==> src/rtl/miriscv_cmd_decoder.sv <==
// Streaming RV32I instruction classifier: decode, FIFO buffering and per-command counters.
// Optional M-extension decode and counters are enabled by defining MIRISCV_DEC_MEXT_EN.
module miriscv_cmd_decoder #(
  parameter int unsigned DEPTH = 4,
  parameter int unsigned CNT_W = 32
) (
  input  logic                     clk_i,
  input  logic                     rst_i,
  input  logic                     in_valid_i,
  output logic                     in_ready_o,
  input  logic [31:0]              in_instr_i,
  output logic                     out_valid_o,
  input  logic                     out_ready_i,
  output logic [5:0]               out_cmd_o,
  output logic [4:0]               out_rd_o,
  output logic                     out_illegal_o,
  output logic [$clog2(DEPTH):0]   fifo_level_o,
  input  logic [5:0]               stat_sel_i,
  input  logic                     stat_clr_i,
  output logic [CNT_W-1:0]         stat_cnt_o
);

  localparam int unsigned AW    = $clog2(DEPTH);
  localparam int unsigned LW    = AW + 1;
  localparam int unsigned NCMD  = 64;

  localparam logic [5:0] C_NOP     = 6'd0;
  localparam logic [5:0] C_ADD     = 6'd1;
  localparam logic [5:0] C_SUB     = 6'd2;
  localparam logic [5:0] C_XOR     = 6'd3;
  localparam logic [5:0] C_OR      = 6'd4;
  localparam logic [5:0] C_AND     = 6'd5;
  localparam logic [5:0] C_SLL     = 6'd6;
  localparam logic [5:0] C_SRL     = 6'd7;
  localparam logic [5:0] C_SRA     = 6'd8;
  localparam logic [5:0] C_SLT     = 6'd9;
  localparam logic [5:0] C_SLTU    = 6'd10;
  localparam logic [5:0] C_ADDI    = 6'd11;
  localparam logic [5:0] C_XORI    = 6'd12;
  localparam logic [5:0] C_ORI     = 6'd13;
  localparam logic [5:0] C_ANDI    = 6'd14;
  localparam logic [5:0] C_SLLI    = 6'd15;
  localparam logic [5:0] C_SRLI    = 6'd16;
  localparam logic [5:0] C_SRAI    = 6'd17;
  localparam logic [5:0] C_SLTI    = 6'd18;
  localparam logic [5:0] C_SLTUI   = 6'd19;
  localparam logic [5:0] C_LB      = 6'd20;
  localparam logic [5:0] C_LH      = 6'd21;
  localparam logic [5:0] C_LW      = 6'd22;
  localparam logic [5:0] C_LBU     = 6'd23;
  localparam logic [5:0] C_LHU     = 6'd24;
  localparam logic [5:0] C_SB      = 6'd25;
  localparam logic [5:0] C_SH      = 6'd26;
  localparam logic [5:0] C_SW      = 6'd27;
  localparam logic [5:0] C_BEQ     = 6'd28;
  localparam logic [5:0] C_BNE     = 6'd29;
  localparam logic [5:0] C_BLT     = 6'd30;
  localparam logic [5:0] C_BGE     = 6'd31;
  localparam logic [5:0] C_BLTU    = 6'd32;
  localparam logic [5:0] C_BGEU    = 6'd33;
  localparam logic [5:0] C_JAL     = 6'd34;
  localparam logic [5:0] C_JALR    = 6'd35;
  localparam logic [5:0] C_LUI     = 6'd36;
  localparam logic [5:0] C_AUIPC   = 6'd37;
  localparam logic [5:0] C_SYSTEM  = 6'd38;
  localparam logic [5:0] C_MISCMEM = 6'd39;
  localparam logic [5:0] C_ILLEGAL = 6'd63;

`ifdef MIRISCV_DEC_MEXT_EN
  localparam logic [5:0]      C_MUL    = 6'd40;
  localparam logic [NCMD-1:0] CNT_MASK = 64'h8000_FFFF_FFFF_FFFF;
`else
  localparam logic [NCMD-1:0] CNT_MASK = 64'h8000_00FF_FFFF_FFFF;
`endif

  typedef struct packed {
    logic [5:0] cmd;
    logic [4:0] rd;
  } entry_t;

  logic [6:0]  w_opcode;
  logic [2:0]  w_f3;
  logic [6:0]  w_f7;
  logic [5:0]  w_cmd;
  logic        w_rd_en;
  entry_t      w_entry;

  assign w_opcode = in_instr_i[6:0];
  assign w_f3     = in_instr_i[14:12];
  assign w_f7     = in_instr_i[31:25];

  // Combinational classification of the incoming word
  always_comb begin
    w_cmd   = C_ILLEGAL;
    w_rd_en = 1'b1;
    case (w_opcode)
      7'b0110011: begin
        if (w_f7 == 7'b0000000) begin
          case (w_f3)
            3'b000:  w_cmd = C_ADD;
            3'b001:  w_cmd = C_SLL;
            3'b010:  w_cmd = C_SLT;
            3'b011:  w_cmd = C_SLTU;
            3'b100:  w_cmd = C_XOR;
            3'b101:  w_cmd = C_SRL;
            3'b110:  w_cmd = C_OR;
            default: w_cmd = C_AND;
          endcase
        end else if (w_f7 == 7'b0100000) begin
          if (w_f3 == 3'b000)      w_cmd = C_SUB;
          else if (w_f3 == 3'b101) w_cmd = C_SRA;
        end
`ifdef MIRISCV_DEC_MEXT_EN
        else if (w_f7 == 7'b0000001) begin
          w_cmd = C_MUL + 6'(w_f3);
        end
`endif
      end
      7'b0010011: begin
        case (w_f3)
          3'b000:  w_cmd = (in_instr_i == 32'h0000_0013) ? C_NOP : C_ADDI;
          3'b010:  w_cmd = C_SLTI;
          3'b011:  w_cmd = C_SLTUI;
          3'b100:  w_cmd = C_XORI;
          3'b110:  w_cmd = C_ORI;
          3'b111:  w_cmd = C_ANDI;
          3'b001:  w_cmd = (w_f7 == 7'b0000000) ? C_SLLI : C_ILLEGAL;
          default: begin
            if (w_f7 == 7'b0000000)      w_cmd = C_SRLI;
            else if (w_f7 == 7'b0100000) w_cmd = C_SRAI;
          end
        endcase
      end
      7'b0000011: begin
        case (w_f3)
          3'b000:  w_cmd = C_LB;
          3'b001:  w_cmd = C_LH;
          3'b010:  w_cmd = C_LW;
          3'b100:  w_cmd = C_LBU;
          3'b101:  w_cmd = C_LHU;
          default: w_cmd = C_ILLEGAL;
        endcase
      end
      7'b0100011: begin
        w_rd_en = 1'b0;
        case (w_f3)
          3'b000:  w_cmd = C_SB;
          3'b001:  w_cmd = C_SH;
          3'b010:  w_cmd = C_SW;
          default: w_cmd = C_ILLEGAL;
        endcase
      end
      7'b1100011: begin
        w_rd_en = 1'b0;
        case (w_f3)
          3'b000:  w_cmd = C_BEQ;
          3'b001:  w_cmd = C_BNE;
          3'b100:  w_cmd = C_BLT;
          3'b101:  w_cmd = C_BGE;
          3'b110:  w_cmd = C_BLTU;
          3'b111:  w_cmd = C_BGEU;
          default: w_cmd = C_ILLEGAL;
        endcase
      end
      7'b1101111: w_cmd = C_JAL;
      7'b1100111: w_cmd = (w_f3 == 3'b000) ? C_JALR : C_ILLEGAL;
      7'b0110111: w_cmd = C_LUI;
      7'b0010111: w_cmd = C_AUIPC;
      7'b1110011: begin
        w_cmd   = C_SYSTEM;
        w_rd_en = 1'b0;
      end
      7'b0001111: begin
        w_cmd   = C_MISCMEM;
        w_rd_en = 1'b0;
      end
      default: w_cmd = C_ILLEGAL;
    endcase
    if (w_cmd == C_ILLEGAL) w_rd_en = 1'b0;
  end

  assign w_entry.cmd = w_cmd;
  assign w_entry.rd  = w_rd_en ? in_instr_i[11:7] : 5'd0;

  entry_t              r_mem [DEPTH];
  logic [AW-1:0]       r_wr_ptr;
  logic [AW-1:0]       r_rd_ptr;
  logic [LW-1:0]       r_level;
  logic                r_in_ready;
  logic                r_out_valid;
  entry_t              r_head;
  logic [CNT_W-1:0]    r_cnt [NCMD];
  logic [CNT_W-1:0]    r_stat;

  logic                w_push;
  logic                w_pop;
  logic [AW-1:0]       w_rd_ptr_nxt;
  logic [LW-1:0]       w_level_nxt;

  assign w_push       = in_valid_i && r_in_ready;
  assign w_pop        = r_out_valid && out_ready_i;
  assign w_rd_ptr_nxt = r_rd_ptr + AW'(w_pop);
  assign w_level_nxt  = r_level + LW'(w_push) - LW'(w_pop);

  always_ff @(posedge clk_i) begin
    if (w_push) r_mem[r_wr_ptr] <= w_entry;
  end

  // Pointers, level and a registered copy of the next head (held when empty)
  always_ff @(posedge clk_i) begin
    if (rst_i) begin
      r_wr_ptr    <= '0;
      r_rd_ptr    <= '0;
      r_level     <= '0;
      r_in_ready  <= 1'b1;
      r_out_valid <= 1'b0;
      r_head      <= '0;
    end else begin
      if (w_push) r_wr_ptr <= r_wr_ptr + AW'(1);
      r_rd_ptr    <= w_rd_ptr_nxt;
      r_level     <= w_level_nxt;
      r_in_ready  <= (w_level_nxt != LW'(DEPTH));
      r_out_valid <= (w_level_nxt != '0);
      if (w_level_nxt != '0) begin
        if ((r_level == '0) || ((r_level == LW'(1)) && w_pop)) r_head <= w_entry;
        else                                                   r_head <= r_mem[w_rd_ptr_nxt];
      end
    end
  end

  // Saturating occurrence counters; clear takes priority over a same-cycle increment
  always_ff @(posedge clk_i) begin
    if (rst_i || stat_clr_i) begin
      for (int i = 0; i < int'(NCMD); i++) r_cnt[i] <= '0;
    end else if (w_push && CNT_MASK[w_cmd] && (r_cnt[w_cmd] != '1)) begin
      r_cnt[w_cmd] <= r_cnt[w_cmd] + CNT_W'(1);
    end
  end

  always_ff @(posedge clk_i) begin
    if (rst_i) r_stat <= '0;
    else       r_stat <= CNT_MASK[stat_sel_i] ? r_cnt[stat_sel_i] : '0;
  end

  assign in_ready_o    = r_in_ready;
  assign out_valid_o   = r_out_valid;
  assign out_cmd_o     = r_head.cmd;
  assign out_rd_o      = r_head.rd;
  assign out_illegal_o = (r_head.cmd == C_ILLEGAL);
  assign fifo_level_o  = r_level;
  assign stat_cnt_o    = r_stat;

endmodule

==> config.mk <==
export PLATFORM = sky130hd
export DESIGN_NAME = miriscv_cmd_decoder
export DESIGN_NICKNAME = d
export VERILOG_FILES = /design/src/rtl/miriscv_cmd_decoder.sv
export SDC_FILE = /design/constraint.sdc
export NUM_CORES = 2
export LEC_CHECK = 0
export BUFFER_PORTS_ARGS = -buffer_cell sky130_fd_sc_hd__buf_2
export CAP_MARGIN = 30
export CELL_PAD_IN_SITES_DETAIL_PLACEMENT = 0
export CELL_PAD_IN_SITES_GLOBAL_PLACEMENT = 1
export CORE_UTILIZATION = 50
export DETAILED_ROUTE_END_ITERATION = 6
export PLACE_DENSITY = 0.78
export SLEW_MARGIN = 10
export SYNTH_ARGS = -nofsm -noshare
export SYNTH_HDL_FRONTEND = slang
export SYNTH_SLANG_ARGS = --single-unit
export TNS_END_PERCENT = 30
==> constraint.sdc <==
create_clock -name clk_i -period 15.6 [get_ports clk_i]
set_input_delay 1.56 -clock clk_i [delete_from_list [all_inputs] [get_ports clk_i]]
set_output_delay 1.56 -clock clk_i [all_outputs]
set_load 0.02 [all_outputs]
==> flow_summary.json <==
{
  "post-route-min-period_ps": 10890,
  "drtIter0Drc": 13205,
  "critPathSlowestCell": "or3_2",
  "num_rows": 166,
  "grt_pass1_wl_um": 533000,
  "design_area_um2": 117000,
  "grt_pass1_vias": 68342,
  "worst_pin_slew_ps": 1350,
  "power_density_nw_per_um2": 122,
  "clk_pin_slew_ps": 60,
  "syn-instance-count": 7358,
  "cts_resized": 0,
  "synth_flop_cell": "edfxtp_1",
  "post_cts_buffers": 0,
  "path_max_fanout": 62,
  "htreeDepth": 4,
  "place.gp.congestion": 1.00,
  "path_buf_inv": 6,
  "start_util": 0.503,
  "nets": 7965,
  "pwr-share-seq": 0.483,
  "syn_area_per_cell_um2": 14.0,
  "required_ps": 16240,
  "pwr-share-clk": 0.379,
  "slowest_delay_ps": 920,
  "post-place-ws_ps": 4130,
  "ys_seq_area_frac": 0.621,
  "outcome": "finished with violations",
  "r2r-start": "r_cnt[63][7]$_SDFFCE_PN0P_",
  "switching_share": 0.275,
  "setup_ws_ps": 4710,
  "dpl.hpwl_um": 252000,
  "ys_ff_latch": 2144,
  "synth_area_um2": 103000,
  "path_common_cell": "buf_4",
  "p_int_mw": 10.3,
  "cts_sinks": 2144,
  "dp_cells": 10354,
  "peakVddDrop_mv": 0.141,
  "combPwrFrac": 0.138,
  "crit_family": "simple AND/OR/NAND/NOR gates",
  "synth.largest_area_cell": "edfxtp_1",
  "crit_type": "input port to flip-flop",
  "finalSetupViolCount": 0,
  "switchingPower_mw": 3.92,
  "fin_crit_sh": 0.698,
  "drc": 8,
  "cts_tree": "built",
  "grt_max_degree": 144,
  "finalHoldViolCount": 0,
  "antenna_found_initial": 52,
  "cts_root_buf": "clkbuf_16",
  "postRouteWirelength_um": 386000,
  "maxSlewHeadroom": 0.0985,
  "hold_path_startpoint": "r_wr_ptr[1]$_SDFFE_PP0P_",
  "crit_path_start": "in_instr_i[26]",
  "yosys_warnings": 0,
  "p_leak_nw": 42.9,
  "track_usage": 0.367,
  "fmax_mhz": 91.8,
  "final.setup.tns_ps": 0,
  "synth_top_area_share": 0.611,
  "crit_chain": "buf_2 -> or4_1 -> nor2_1 -> a211oi_1 -> nor4_4 -> buf_4 -> inv_8 -> nand2_4 -> buf_4 -> a211oi_1 -> nor4_1 -> o22ai_1 -> or4_1 -> nor4_2 -> nand4_1 -> nor4_4 -> buf_4 -> or3_2 -> nand2_2 -> buf_12",
  "drv_cap": 0,
  "vias_per_cell": 6.77,
  "die-area_um2": 208000,
  "critPathArrivalTime_ps": 11530,
  "synth_cell_types": 96,
  "drive_gt1_frac": 0.196,
  "vias": 73227,
  "final_cells": 10818,
  "clock_path_buffers": 3,
  "cp-end-kind": "flip-flop",
  "die_h_um": 456,
  "firstDrtPassIters": 7,
  "ant_nets": 0,
  "wl_per_cell_um": 35.7,
  "portBuffers": 91,
  "synth_edf_count": 2092,
  "hp-class": "flip-flop to flip-flop",
  "finClkSkew_ps": 80.8,
  "slew_viol_final": 0,
  "area.growth.synth_to_final_pct": 13.5,
  "numCtsBuffers": 220,
  "boundaryPins": 92,
  "violations": "DRC",
  "cts_hold_buffers": 0,
  "critPathLaunchType": "input port",
  "core_um2": 205000,
  "die_width_um": 456,
  "synthTopCellsByArea": "edfxtp_1, mux4_2, nor2_1, nand2_1, a211oi_1",
  "rsz0062_at_grt": "no",
  "placed_area_um2": 109000,
  "clk_latency_ps": 950,
  "grt_overflow": 0,
  "async_flop_share": 0
}
[cell type report]
class / count / area, um^2
fill: 16119 / 87800
sequential: 2144 / 63900
multi-input combinational: 5153 / 38700
clock buffer: 271 / 5850
tap: 2688 / 3360
timing repair buffer: 357 / 3170
clock inverter: 146 / 1590
inverter: 37 / 170
antenna: 22 / 55.1
[metrics by stage]
step	hold slack, ps	power (mW)	utilization
5_1_grt	533	14.5	0.570
3_5_place_dp	497	8.87	0.532
2_1_floorplan	469	8.01	-
6_report	501	14.3	0.571
3_3_place_gp	476	8.83	0.529
4_1_cts	506	14.2	0.569
[worst paths after layout]
path	endpoint	cells after the start	slack, ps
setup reg to reg	r_cnt[3][15]$_SDFFCE_PN0P_	13	8560
hold / removal	r_wr_ptr[1]$_SDFFE_PP0P_	2	500
setup / recovery	r_cnt[3][15]$_SDFFCE_PN0P_	20	4710
hold reg to reg	r_wr_ptr[1]$_SDFFE_PP0P_	2	500
[worst reg2reg max path: stages (launching register included)]
cell      delay, ps
edfxtp_1        610
o21ai_0         450
nand3_1         220
a21oi_1          80
a211oi_1        790
or4b_1          630
nor4_4          460
nand4_1         130
buf_4           240
nor4_4          670
buf_4           490
or3_2           950
nand2_2         640
buf_12          370
[Yosys cell counts, types with 27 or more instances]
cell	count
a32oi_1	46
a21oi_1	130
nor3_1	31
edfxtp_1	2092
and3_1	225
a211oi_1	233
o221ai_1	31
nand2_1	612
a311oi_1	28
dfxtp_1	52
mux2i_1	130
a31oi_1	37
inv_1	34
buf_1	79
o21ai_0	48
mux2_2	46
clkbuf_1	333
nand3_1	165
or3_1	40
nor2b_1	54
buf_4	149
nand4_1	27
buf_2	185
a22oi_1	35
nor4_1	35
nor2_1	1404
o22ai_1	84
mux4_2	670
[cells in the final DEF (no fill, tap or decap), drive strengths merged, types with 54 or more instances in the layout]
master and n:
a21oi 130, nor2 1406, a211oi 233, clkinv 113, nor2b 54, clkbuf 277, conb 736, nand3 166
mux4 670, buf 351, o22ai 84, nand2 612, and3 225, edfxtp 2092, mux2i 130
[sequential cells by signal, indices dropped and copies added (netlist names), 2 cells and up]
signal / flops
r_cnt: 2048
r_mem: 44
stat_cnt_o: 32
out_cmd_o: 6
out_rd_o: 5
fifo_level_o: 3
r_rd_ptr: 2
r_wr_ptr: 2
[kinds of logic (layout without fill, tap and decap cells)]
logic type | Yosys count | in the layout | synth area share
buf+inv | 796 | 811 | 0.0375
flops | 2144 | 2144 | 0.621
fa+ha+maj | 9 | 9 | 0.00117
mux | 847 | 847 | 0.164
simple gates | 2685 | 2685 | 0.114
other cells | 1 | 758 | 0.0000365
compound gates | 841 | 841 | 0.0588
xor+xnor | 35 | 35 | 0.00298
[power by group through the flow]
stage | Combinational, mW | Sequential (mW) | Clock [mW]
after floorplan | 1.07 | 6.95 | 0
after global placement | 1.85 | 6.98 | 0
after detailed placement | 1.88 | 6.99 | 0
after CTS | 1.89 | 6.87 | 5.43
after global routing | 2.00 | 6.91 | 5.63
final | 1.97 | 6.88 | 5.40
[per-layer routing]
| layer | wire length [um] | global-route usage | up-vias |
|---|---|---|---|
| li1 | - | - | 28725 |
| met5 | 335 | 0.00459 | - |
| met1 | 135000 | 0.484 | 36979 |
| met3 | 60700 | 0.136 | 1152 |
| met4 | 24300 | 0.196 | 34 |
| met2 | 166000 | 0.530 | 6337 |
No activity file was read; power rests on OpenSTA's default activity.
